File: config.mk
export PLATFORM = sky130hd
export DESIGN_NAME = poly_derivative_unit_flat
export DESIGN_NICKNAME = d
export VERILOG_FILES = /design/src/rtl/poly_derivative_unit_if.sv /design/src/rtl/poly_derivative_unit.sv /design/src/flat_wrapper.sv
export SDC_FILE = /design/constraint.sdc
export NUM_CORES = 1
export LEC_CHECK = 0
export CORE_MARGIN = 4
export CORE_UTILIZATION = 30
export CTS_BUF_LIST = sky130_fd_sc_hd__clkbuf_8
export CTS_CLUSTER_SIZE = 30
export DETAILED_ROUTE_END_ITERATION = 12
export PLACE_DENSITY_LB_ADDON = 0.12
export SLEW_MARGIN = 10
export SYNTH_ARGS = -nofsm -noshare
export SYNTH_HDL_FRONTEND = slang
export SYNTH_SLANG_ARGS = --single-unit
File: constraint.sdc
create_clock -name clk -period 5.1 [get_ports clk]
set_clock_uncertainty 0.1 [all_clocks]
set_input_delay 1.02 -clock clk [delete_from_list [all_inputs] [get_ports clk]]
set_output_delay 1.02 -clock clk [all_outputs]
set_load 0.05 [all_outputs]
File: src/rtl/poly_derivative_unit_if.sv
// Term stream bundle for the power-rule differentiator: an input term
// channel (coefficient, exponent, last) and an output derivative channel,
// each with a valid/ready handshake.
interface poly_derivative_unit_if #(
    parameter int COEF_W = 8,
    parameter int EXP_W  = 4
);
    logic                     in_valid;
    logic                     in_ready;
    logic [COEF_W-1:0]        in_coef;
    logic [EXP_W-1:0]         in_exp;
    logic                     in_last;
    logic                     out_valid;
    logic                     out_ready;
    logic [COEF_W+EXP_W-1:0]  out_coef;
    logic [EXP_W-1:0]         out_exp;
    logic                     out_last;

    // Term producer / derivative consumer side
    modport master (
        output in_valid, in_coef, in_exp, in_last, out_ready,
        input  in_ready, out_valid, out_coef, out_exp, out_last
    );

    // Differentiator side
    modport slave (
        input  in_valid, in_coef, in_exp, in_last, out_ready,
        output in_ready, out_valid, out_coef, out_exp, out_last
    );
endinterface

File: src/rtl/poly_derivative_unit.sv
// Streaming power-rule differentiator. Accepts one (a, n) term at a time and
// emits (a*n, n-1). The product is formed by an EXP_W-cycle shift-add loop.
// Constant terms are dropped unless they are the last term, in which case a
// null (0, 0, last) terminator is emitted so every polynomial ends in out_last.
module poly_derivative_unit #(
    parameter int COEF_W = 8,
    parameter int EXP_W  = 4,
    parameter int CNT_W  = 4
) (
    input  logic                 clk,
    input  logic                 rst,
    poly_derivative_unit_if.slave term_if,
    output logic [CNT_W-1:0]     term_count,
    output logic                 busy
);
    localparam int ACC_W  = COEF_W + EXP_W;
    localparam int ITER_W = $clog2(EXP_W + 1);

    typedef enum logic [1:0] {
        S_IDLE = 2'd0,
        S_MUL  = 2'd1,
        S_DROP = 2'd2,
        S_OUT  = 2'd3
    } state_t;

    state_t            state_q, state_d;
    logic [ACC_W-1:0]  mcand_q, mcand_d;
    logic [EXP_W-1:0]  mplier_q, mplier_d;
    logic [ACC_W-1:0]  acc_q, acc_d;
    logic [EXP_W-1:0]  exp_q, exp_d;
    logic              last_q, last_d;
    logic [ITER_W-1:0] iter_q, iter_d;
    logic [ACC_W-1:0]  out_coef_q, out_coef_d;
    logic [EXP_W-1:0]  out_exp_q, out_exp_d;
    logic              out_last_q, out_last_d;
    logic [CNT_W-1:0]  term_count_q, term_count_d;
    logic              in_ready_q, in_ready_d;
    logic              out_valid_q, out_valid_d;
    logic              busy_q, busy_d;
    logic              in_hs_s;
    logic              out_hs_s;

    // Handshake qualifiers; inputs are ignored whenever the matching side is not ready/valid
    always_comb begin
        in_hs_s  = term_if.in_valid & in_ready_q;
        out_hs_s = out_valid_q & term_if.out_ready;
    end

    // Next-state and datapath: term capture, shift-add multiply, output hold, term counting
    always_comb begin
        state_d      = state_q;
        mcand_d      = mcand_q;
        mplier_d     = mplier_q;
        acc_d        = acc_q;
        exp_d        = exp_q;
        last_d       = last_q;
        iter_d       = iter_q;
        out_coef_d   = out_coef_q;
        out_exp_d    = out_exp_q;
        out_last_d   = out_last_q;
        term_count_d = term_count_q;

        case (state_q)
            S_IDLE: begin
                if (in_hs_s) begin
                    mcand_d  = ACC_W'(term_if.in_coef);
                    mplier_d = term_if.in_exp;
                    acc_d    = {ACC_W{1'b0}};
                    exp_d    = term_if.in_exp;
                    last_d   = term_if.in_last;
                    iter_d   = {ITER_W{1'b0}};
                    if (term_if.in_exp != {EXP_W{1'b0}}) begin
                        state_d = S_MUL;
                    end else if (!term_if.in_last) begin
                        // d/dx of a constant is zero: nothing to emit
                        state_d = S_DROP;
                    end else begin
                        // Constant last term still has to close the polynomial
                        state_d    = S_OUT;
                        out_coef_d = {ACC_W{1'b0}};
                        out_exp_d  = {EXP_W{1'b0}};
                        out_last_d = 1'b1;
                    end
                end else begin
                    state_d = S_IDLE;
                end
            end
            S_MUL: begin
                if (mplier_q[0]) begin
                    acc_d = acc_q + mcand_q;
                end else begin
                    acc_d = acc_q;
                end
                mcand_d  = {mcand_q[ACC_W-2:0], 1'b0};
                mplier_d = {1'b0, mplier_q[EXP_W-1:1]};
                iter_d   = iter_q + ITER_W'(1);
                if (iter_q == ITER_W'(EXP_W - 1)) begin
                    // Final iteration: publish the completed product
                    state_d    = S_OUT;
                    out_coef_d = acc_d;
                    out_exp_d  = exp_q - EXP_W'(1);
                    out_last_d = last_q;
                end else begin
                    state_d = S_MUL;
                end
            end
            S_DROP: begin
                state_d = S_IDLE;
            end
            S_OUT: begin
                if (out_hs_s) begin
                    state_d = S_IDLE;
                    if (out_last_q) begin
                        term_count_d = {CNT_W{1'b0}};
                    end else begin
                        term_count_d = term_count_q + CNT_W'(1);
                    end
                end else begin
                    state_d = S_OUT;
                end
            end
            default: begin
                state_d = S_IDLE;
            end
        endcase
    end

    // Status flags registered from the next state so they are glitch-free flop outputs
    always_comb begin
        in_ready_d  = (state_d == S_IDLE);
        out_valid_d = (state_d == S_OUT);
        busy_d      = (state_d != S_IDLE);
    end

    // State and datapath registers; reset discards any in-flight term
    always_ff @(posedge clk or posedge rst) begin
        if (rst) begin
            state_q      <= S_IDLE;
            mcand_q      <= {ACC_W{1'b0}};
            mplier_q     <= {EXP_W{1'b0}};
            acc_q        <= {ACC_W{1'b0}};
            exp_q        <= {EXP_W{1'b0}};
            last_q       <= 1'b0;
            iter_q       <= {ITER_W{1'b0}};
            out_coef_q   <= {ACC_W{1'b0}};
            out_exp_q    <= {EXP_W{1'b0}};
            out_last_q   <= 1'b0;
            term_count_q <= {CNT_W{1'b0}};
            in_ready_q   <= 1'b1;
            out_valid_q  <= 1'b0;
            busy_q       <= 1'b0;
        end else begin
            state_q      <= state_d;
            mcand_q      <= mcand_d;
            mplier_q     <= mplier_d;
            acc_q        <= acc_d;
            exp_q        <= exp_d;
            last_q       <= last_d;
            iter_q       <= iter_d;
            out_coef_q   <= out_coef_d;
            out_exp_q    <= out_exp_d;
            out_last_q   <= out_last_d;
            term_count_q <= term_count_d;
            in_ready_q   <= in_ready_d;
            out_valid_q  <= out_valid_d;
            busy_q       <= busy_d;
        end
    end

    // Output drive
    always_comb begin
        term_if.in_ready  = in_ready_q;
        term_if.out_valid = out_valid_q;
        term_if.out_coef  = out_coef_q;
        term_if.out_exp   = out_exp_q;
        term_if.out_last  = out_last_q;
        term_count        = term_count_q;
        busy              = busy_q;
    end
endmodule

File: src/flat_wrapper.sv
// flat-port wrapper written by rule: the top's interface ports become plain ports
module poly_derivative_unit_flat 
#(
    parameter int COEF_W = 8,
    parameter int EXP_W  = 4,
    parameter int CNT_W  = 4
)
  (clk, rst, term_count, busy, term_if_in_valid, term_if_in_coef, term_if_in_exp, term_if_in_last, term_if_out_ready, term_if_in_ready, term_if_out_valid, term_if_out_coef, term_if_out_exp, term_if_out_last);
  poly_derivative_unit_if #(.COEF_W(COEF_W), .EXP_W(EXP_W)) term_if_i ();
  input  logic clk;
  input  logic rst;
  output logic [CNT_W-1:0] term_count;
  output logic busy;
  input wire logic [$bits(term_if_i.in_valid)-1:0] term_if_in_valid;
  input wire logic [$bits(term_if_i.in_coef)-1:0] term_if_in_coef;
  input wire logic [$bits(term_if_i.in_exp)-1:0] term_if_in_exp;
  input wire logic [$bits(term_if_i.in_last)-1:0] term_if_in_last;
  input wire logic [$bits(term_if_i.out_ready)-1:0] term_if_out_ready;
  output wire logic [$bits(term_if_i.in_ready)-1:0] term_if_in_ready;
  output wire logic [$bits(term_if_i.out_valid)-1:0] term_if_out_valid;
  output wire logic [$bits(term_if_i.out_coef)-1:0] term_if_out_coef;
  output wire logic [$bits(term_if_i.out_exp)-1:0] term_if_out_exp;
  output wire logic [$bits(term_if_i.out_last)-1:0] term_if_out_last;
  assign term_if_i.in_valid = term_if_in_valid;
  assign term_if_i.in_coef = term_if_in_coef;
  assign term_if_i.in_exp = term_if_in_exp;
  assign term_if_i.in_last = term_if_in_last;
  assign term_if_i.out_ready = term_if_out_ready;
  assign term_if_in_ready = term_if_i.in_ready;
  assign term_if_out_valid = term_if_i.out_valid;
  assign term_if_out_coef = term_if_i.out_coef;
  assign term_if_out_exp = term_if_i.out_exp;
  assign term_if_out_last = term_if_i.out_last;
  poly_derivative_unit #(.COEF_W(COEF_W), .EXP_W(EXP_W), .CNT_W(CNT_W)) u_core (.clk(clk), .rst(rst), .term_if(term_if_i), .term_count(term_count), .busy(busy));
endmodule
### Word-level counts from Yosys, hierarchy flattened

Cells that the tools add are included.

* reductions and logical operators: 9
* equal/unequal tests: 9
* multiplexer cells: 31
* bitwise operators: 2
* add/sub/neg operators: 4

Operators by type and width (count)
* 12-bit 2-to-1 mux: 7
* 12-bit case mux with 2 select lines: 3
* 4-bit 2-to-1 mux: 6
* 4-bit case mux with 2 select lines: 2
* 12-bit adder: 1
* 2-bit 2-to-1 mux: 4
* 2-bit case mux with 4 select lines: 1
* 2-bit == test, second input constant: 3
* 3-bit case mux with 2 select lines: 1
* 2-bit AND reduction: 3
* 1-bit 2-to-1 mux: 5
* 5-bit AND reduction: 1
* 4-bit by 1-bit adder with 4-bit output, second input constant: 1
* 2-bit logical NOT: 2
* 2-bit by 1-bit != test with 1-bit output, second input constant: 2
* 2-bit != test, second input constant: 2
* 2-bit nonzero test: 2
* 4-bit nonzero test: 1
* 4-bit by 1-bit subtractor with 4-bit output, second input constant: 1
* 3-bit by 1-bit adder with 3-bit output, second input constant: 1
* 3-bit by 2-bit == test with 1-bit output, second input constant: 1
* 3-bit 2-to-1 mux: 1
* 1-bit AND: 2
* 2-bit by 1-bit == test with 1-bit output, second input constant: 1
* 1-bit case mux with 2 select lines: 1

* output and inout port bits: 24
* register bits after elaboration: 62

### Depth between registers and ports, before layout

* depth after elaboration: 5
* mapped depth: 10
* gate-level depth less buffers: 10

### Worst setup path before layout

OpenSTA, ideal clock, no wires.

* path type: input-to-reg
* start point: input term_if_in_exp[0]
* end point: register u_core.out_coef_q[2], in the netlist u_core.term_if.out_coef[2]
* required time: 4875 ps
* cell stages on the path: 5
* setup time: 125 ps
* buffers on the path: 1
* path slack: 2740 ps
* arrival time: 2135 ps
* path through: or4_4 nor2_2 a21boi_1 buf_6 mux2_4

* longest elaborated chain between the ends: 3

Ends and longest elaborated chain
* start, declared: RTL line flat_wrapper.sv:16 `input wire logic [$bits(term_if_i.in_exp)-1:0] term_if_in_exp;`
* 4-bit nonzero test: RTL line poly_derivative_unit.sv:72 `if (term_if.in_exp != {EXP_W{1'b0}}) begin`
* 2-bit != test (no line)
* 5-bit AND reduction (no line)
* end signal, assigned: RTL line poly_derivative_unit.sv:145 `out_coef_q <= {ACC_W{1'b0}};`
* end signal, assigned: RTL line poly_derivative_unit.sv:160 `out_coef_q <= out_coef_d;`
* end, declared: RTL line poly_derivative_unit.sv:33 `logic [ACC_W-1:0] out_coef_q, out_coef_d;`

Every way passes these cells.
A chain may end at the register's enable or synchronous reset.

### Worst setup path in the final report

* start point: register u_core.in_ready_q, in the netlist u_core.term_if.in_ready
* end point: output term_if_in_ready

RTL lines
* start, declared: RTL line poly_derivative_unit.sv:37 `logic in_ready_q, in_ready_d;`
* start signal, assigned: RTL line poly_derivative_unit.sv:164 `in_ready_q <= in_ready_d;`
* end, declared: RTL line flat_wrapper.sv:19 `output wire logic [$bits(term_if_i.in_ready)-1:0] term_if_in_ready;`

No word-level cell between the ends.

==> impl_results.md <==
* Run status: completed
* Antenna Violating Nets Remaining at 0
* Yosys reg bits at 62
* Clock share of power at 0.137
* Final period demand of the worst path at 2.79 ns
* Ports at 41
* Max_cap viols at 0
* NumNets Final at 408
* Post-Syn Instances at ~330
* Data arrival time at the worst-slack endpoint at 1.67 ns
* Placeable Area at slightly above 0.01 mm2
* Routed via count at 2434
* Hold Vio Cnt, Final at 0
* Number of warnings reported in the yosys synthesis log at 0
* Filler-free cell count of the finished design at 514
* Clock buffer count from CTS at 9
* Die X-Extent at 110 um
* Final weighted congestion in routability-driven placement at around 0.73
* Synthesized netlist net count at 365
* Number of antenna diodes at 0
* Design Power at approximately 2600 uW
* Die Outline Area at 0.0121 mm2
* Top cell type by total area after synthesis: dfrtp_1
* Sink count of the clock tree at 62
* Clock tree from TritonCTS: built
* Number of endpoints failing setup at the final stage at 0
* Number of buffer and inverter stages on the critical path at 1
* Synthesized area per cell at between 9 and 10 um2
* Initial core utilization at 0.306
* Layout cell share with drive strength beyond 1 at 0.0847
* Series of cell instances along the critical path: clkdlybuf4s50_1
* Data required time of the worst path at between 3 and 4 ns
* Worst Path Class, Setup: reg2out
* Fraction of synthesized cell area taken by the top area cell type at 0.488
* Post-synth ARST share at 1.00
* Top cells by area, synth: dfrtp_1 49%, nand2_1 9.6%, ha_1 6.0%, o21ai_0 4.3%, nor2_1 2.4%
* Sw Share at 0.457
* Normalized max-slew margin at 0.350
* Most repeated cell in the gate-level netlist after synthesis: nand2_1
* Sequential share of power at 0.330
* WL/cell at about 14 um
* Switching component of the power at around 1200 uW
* Number of antenna violations at the first check in global routing at 0
* RSZ-0062 raised after global routing: no
* Hold/Removal Path Class: reg2reg
* PwrDens at between 600 and 700 mW/mm2
* Number of gates resized after cts at 0
* Critical Path Slowest Stage Cell: clkdlybuf4s50_1
* Number of placed cells counting well taps at 500
* Post-synth EDFFs at 0
* Total of buffers placed on input and output ports at 40
* Post-CTS setup buffer count at 0
* Global-route wire length before repair at approximately 13000 um
* Standard-cell row count at 37
* Filler cell count at approximately 1.1k
* Max frequency at 358 MHz
* CP max FO at 3
* Worst Tran Pin Value at just under 1 ns
* Layout area overhead at 22.7%
* Global Route Usage Sum at 0.140
* Final Routed Wirelength at ~7400 um
* Final max-slew violation count at 0
* HPWL reported at the end of detailed placement at 5290 um
* Clock latency of the later-clocked register in the worst-skew pair at 0.33 ns
* DRC viols at 0
* Aggregate global routing overflow at 0
* Combinational Power Share at 0.533
* Period utilization at 0.547
* Maximum vdd ir drop at approximately 280 uV
* Number of global-route vias before repair at ~2.5k
* Most used flip-flop cell after synthesis: dfrtp_1
* Post-route cell area at between 0.003 and 0.004 mm2
* Number of unique standard cell types used by synthesis at 46
* Internal Pwr Total at between 1000 and 1500 uW
* Pin count of the biggest net entering global routing at 46
* Drt first pass iters at 4
* Longest individual stage delay on the worst path at approximately 0.8 ns
* Clock slew seen by the registers of the worst setup and hold paths at about 0.060 ns
* Portion of the post-synthesis area used by sequential elements at 0.496
* Number of buffers inserted by hold repair at cts at 0
* Maximum number of buffers from clock root to sink at 2
* Height of the die at ~110 um
* Critical Path End Type: primary output
* Area of placed instances at around 0.0037 mm2
* Post-DR vias/cell at roughly 4.7
* Synth top cells by count: 80 x nand2_1, 61 x dfrtp_1, 27 x o21ai_0
* Setup TNS at 0 ns
* Cell area after technology mapping at ~0.0031 mm2
* Setup crit start kind: flip-flop
* Delay-heaviest family, CP: buffers and inverters
* Violation count after the first detailed-routing iteration at 82
* Number of levels in the clock H-tree at 3
* CTS root buffer: clkbuf_8
* Leak pwr at ~0.0018 uW
[worst paths after layout]
check                                                  start                                      end  slack (ns)  cells past startpoint
min in group asynchronous                                rst    u_core.term_if.out_exp[2]$_DFFE_PP0P_        1.13                      2
setup reg to reg                 u_core.acc_q[0]$_DFFE_PP0P_  u_core.term_if.out_coef[10]$_DFFE_PP0P_        2.75                     10
hold reg to reg               u_core.mplier_q[2]$_DFFE_PP0P_           u_core.mplier_q[2]$_DFFE_PP0P_        0.37                      2
max in group asynchronous                                rst            u_core.mcand_q[3]$_DFFE_PP0P_        2.95                      3
hold / removal                u_core.mplier_q[2]$_DFFE_PP0P_           u_core.mplier_q[2]$_DFFE_PP0P_        0.37                      2
setup / recovery           u_core.term_if.in_ready$_DFF_PP1_                         term_if_in_ready        2.31                      1
[power by group through the flow]
stage	registers, uW	logic [uW]	clock network, uW
after floorplan	1050	842	0
after global placement	880	1400	0
after detailed placement	879	1420	0
after CTS	871	1420	374
after global routing	903	1580	395
final	867	1400	358
[per-stage QoR]
| step | setup slack (ns) | util | hold WS, ns |
|---|---|---|---|
| finish | 2.31 | 0.375 | 0.371 |
| global route | 2.13 | 0.375 | 0.407 |
| CTS | 2.12 | 0.374 | 0.370 |
| detailed placement | 1.75 | 0.359 | 0.356 |
| global placement | 1.77 | 0.359 | 0.360 |
| floorplan | 2.44 | - | 0.339 |
[state kept, by name, summed over array words and instances (netlist names)]
signal	cells
u_core.term_count	4
u_core.term_if.out_valid	1
u_core.state_q	2
u_core.iter_q	3
u_core.exp_q	4
u_core.term_if.out_coef	12
u_core.last_q	1
u_core.term_if.out_exp	4
u_core.mcand_q	12
u_core.mplier_q	4
u_core.busy	1
u_core.term_if.in_ready	1
u_core.term_if.out_last	1
u_core.acc_q	12
[cell families (layout without fill, tap and decap cells)]
family / after synthesis / in the layout / synth area share
compound gates: 79 / 79 / 0.158
buf+inv: 24 / 70 / 0.0352
mux: 9 / 9 / 0.0324
flops: 62 / 62 / 0.496
fa+ha+maj: 16 / 16 / 0.0664
xor+xnor: 11 / 11 / 0.0308
simple gates: 131 / 131 / 0.181
[per-layer routing]
layer	global-route usage	wire (um)
met1	0.196	3750
met2	0.210	3280
met3	0.0396	307
met4	0.0413	98
met5	0	0
[layout by cell type, fill, tap and decap left out, types with 5 or more instances in the layout]
cell type | netlist | final
nand2_1 | 80 | 80
dfrtp_1 | 61 | 61
clkdlybuf4s50_1 | 0 | 40
o21ai_0 | 27 | 27
nor2_1 | 20 | 20
ha_1 | 15 | 15
a21oi_1 | 13 | 13
inv_1 | 10 | 11
clkbuf_8 | 0 | 10
xnor2_1 | 8 | 8
a31oi_1 | 8 | 8
nand3_1 | 7 | 7
nand2b_1 | 6 | 6
mux2i_1 | 6 | 6
buf_4 | 0 | 6
o31ai_1 | 5 | 5
[layout make-up]
class                           count  area [um2]  share of cell area
Sequential cell                    62        1550               0.404
Multi-Input combinational cell    246        1480               0.385
Timing Repair Buffer               46         445               0.116
Tap cell                          136         170              0.0443
Clock buffer                       10         138              0.0359
Inverter                           10        37.5             0.00978
Clock inverter                      4        17.5             0.00456
Power figures use the tool's default switching activity.
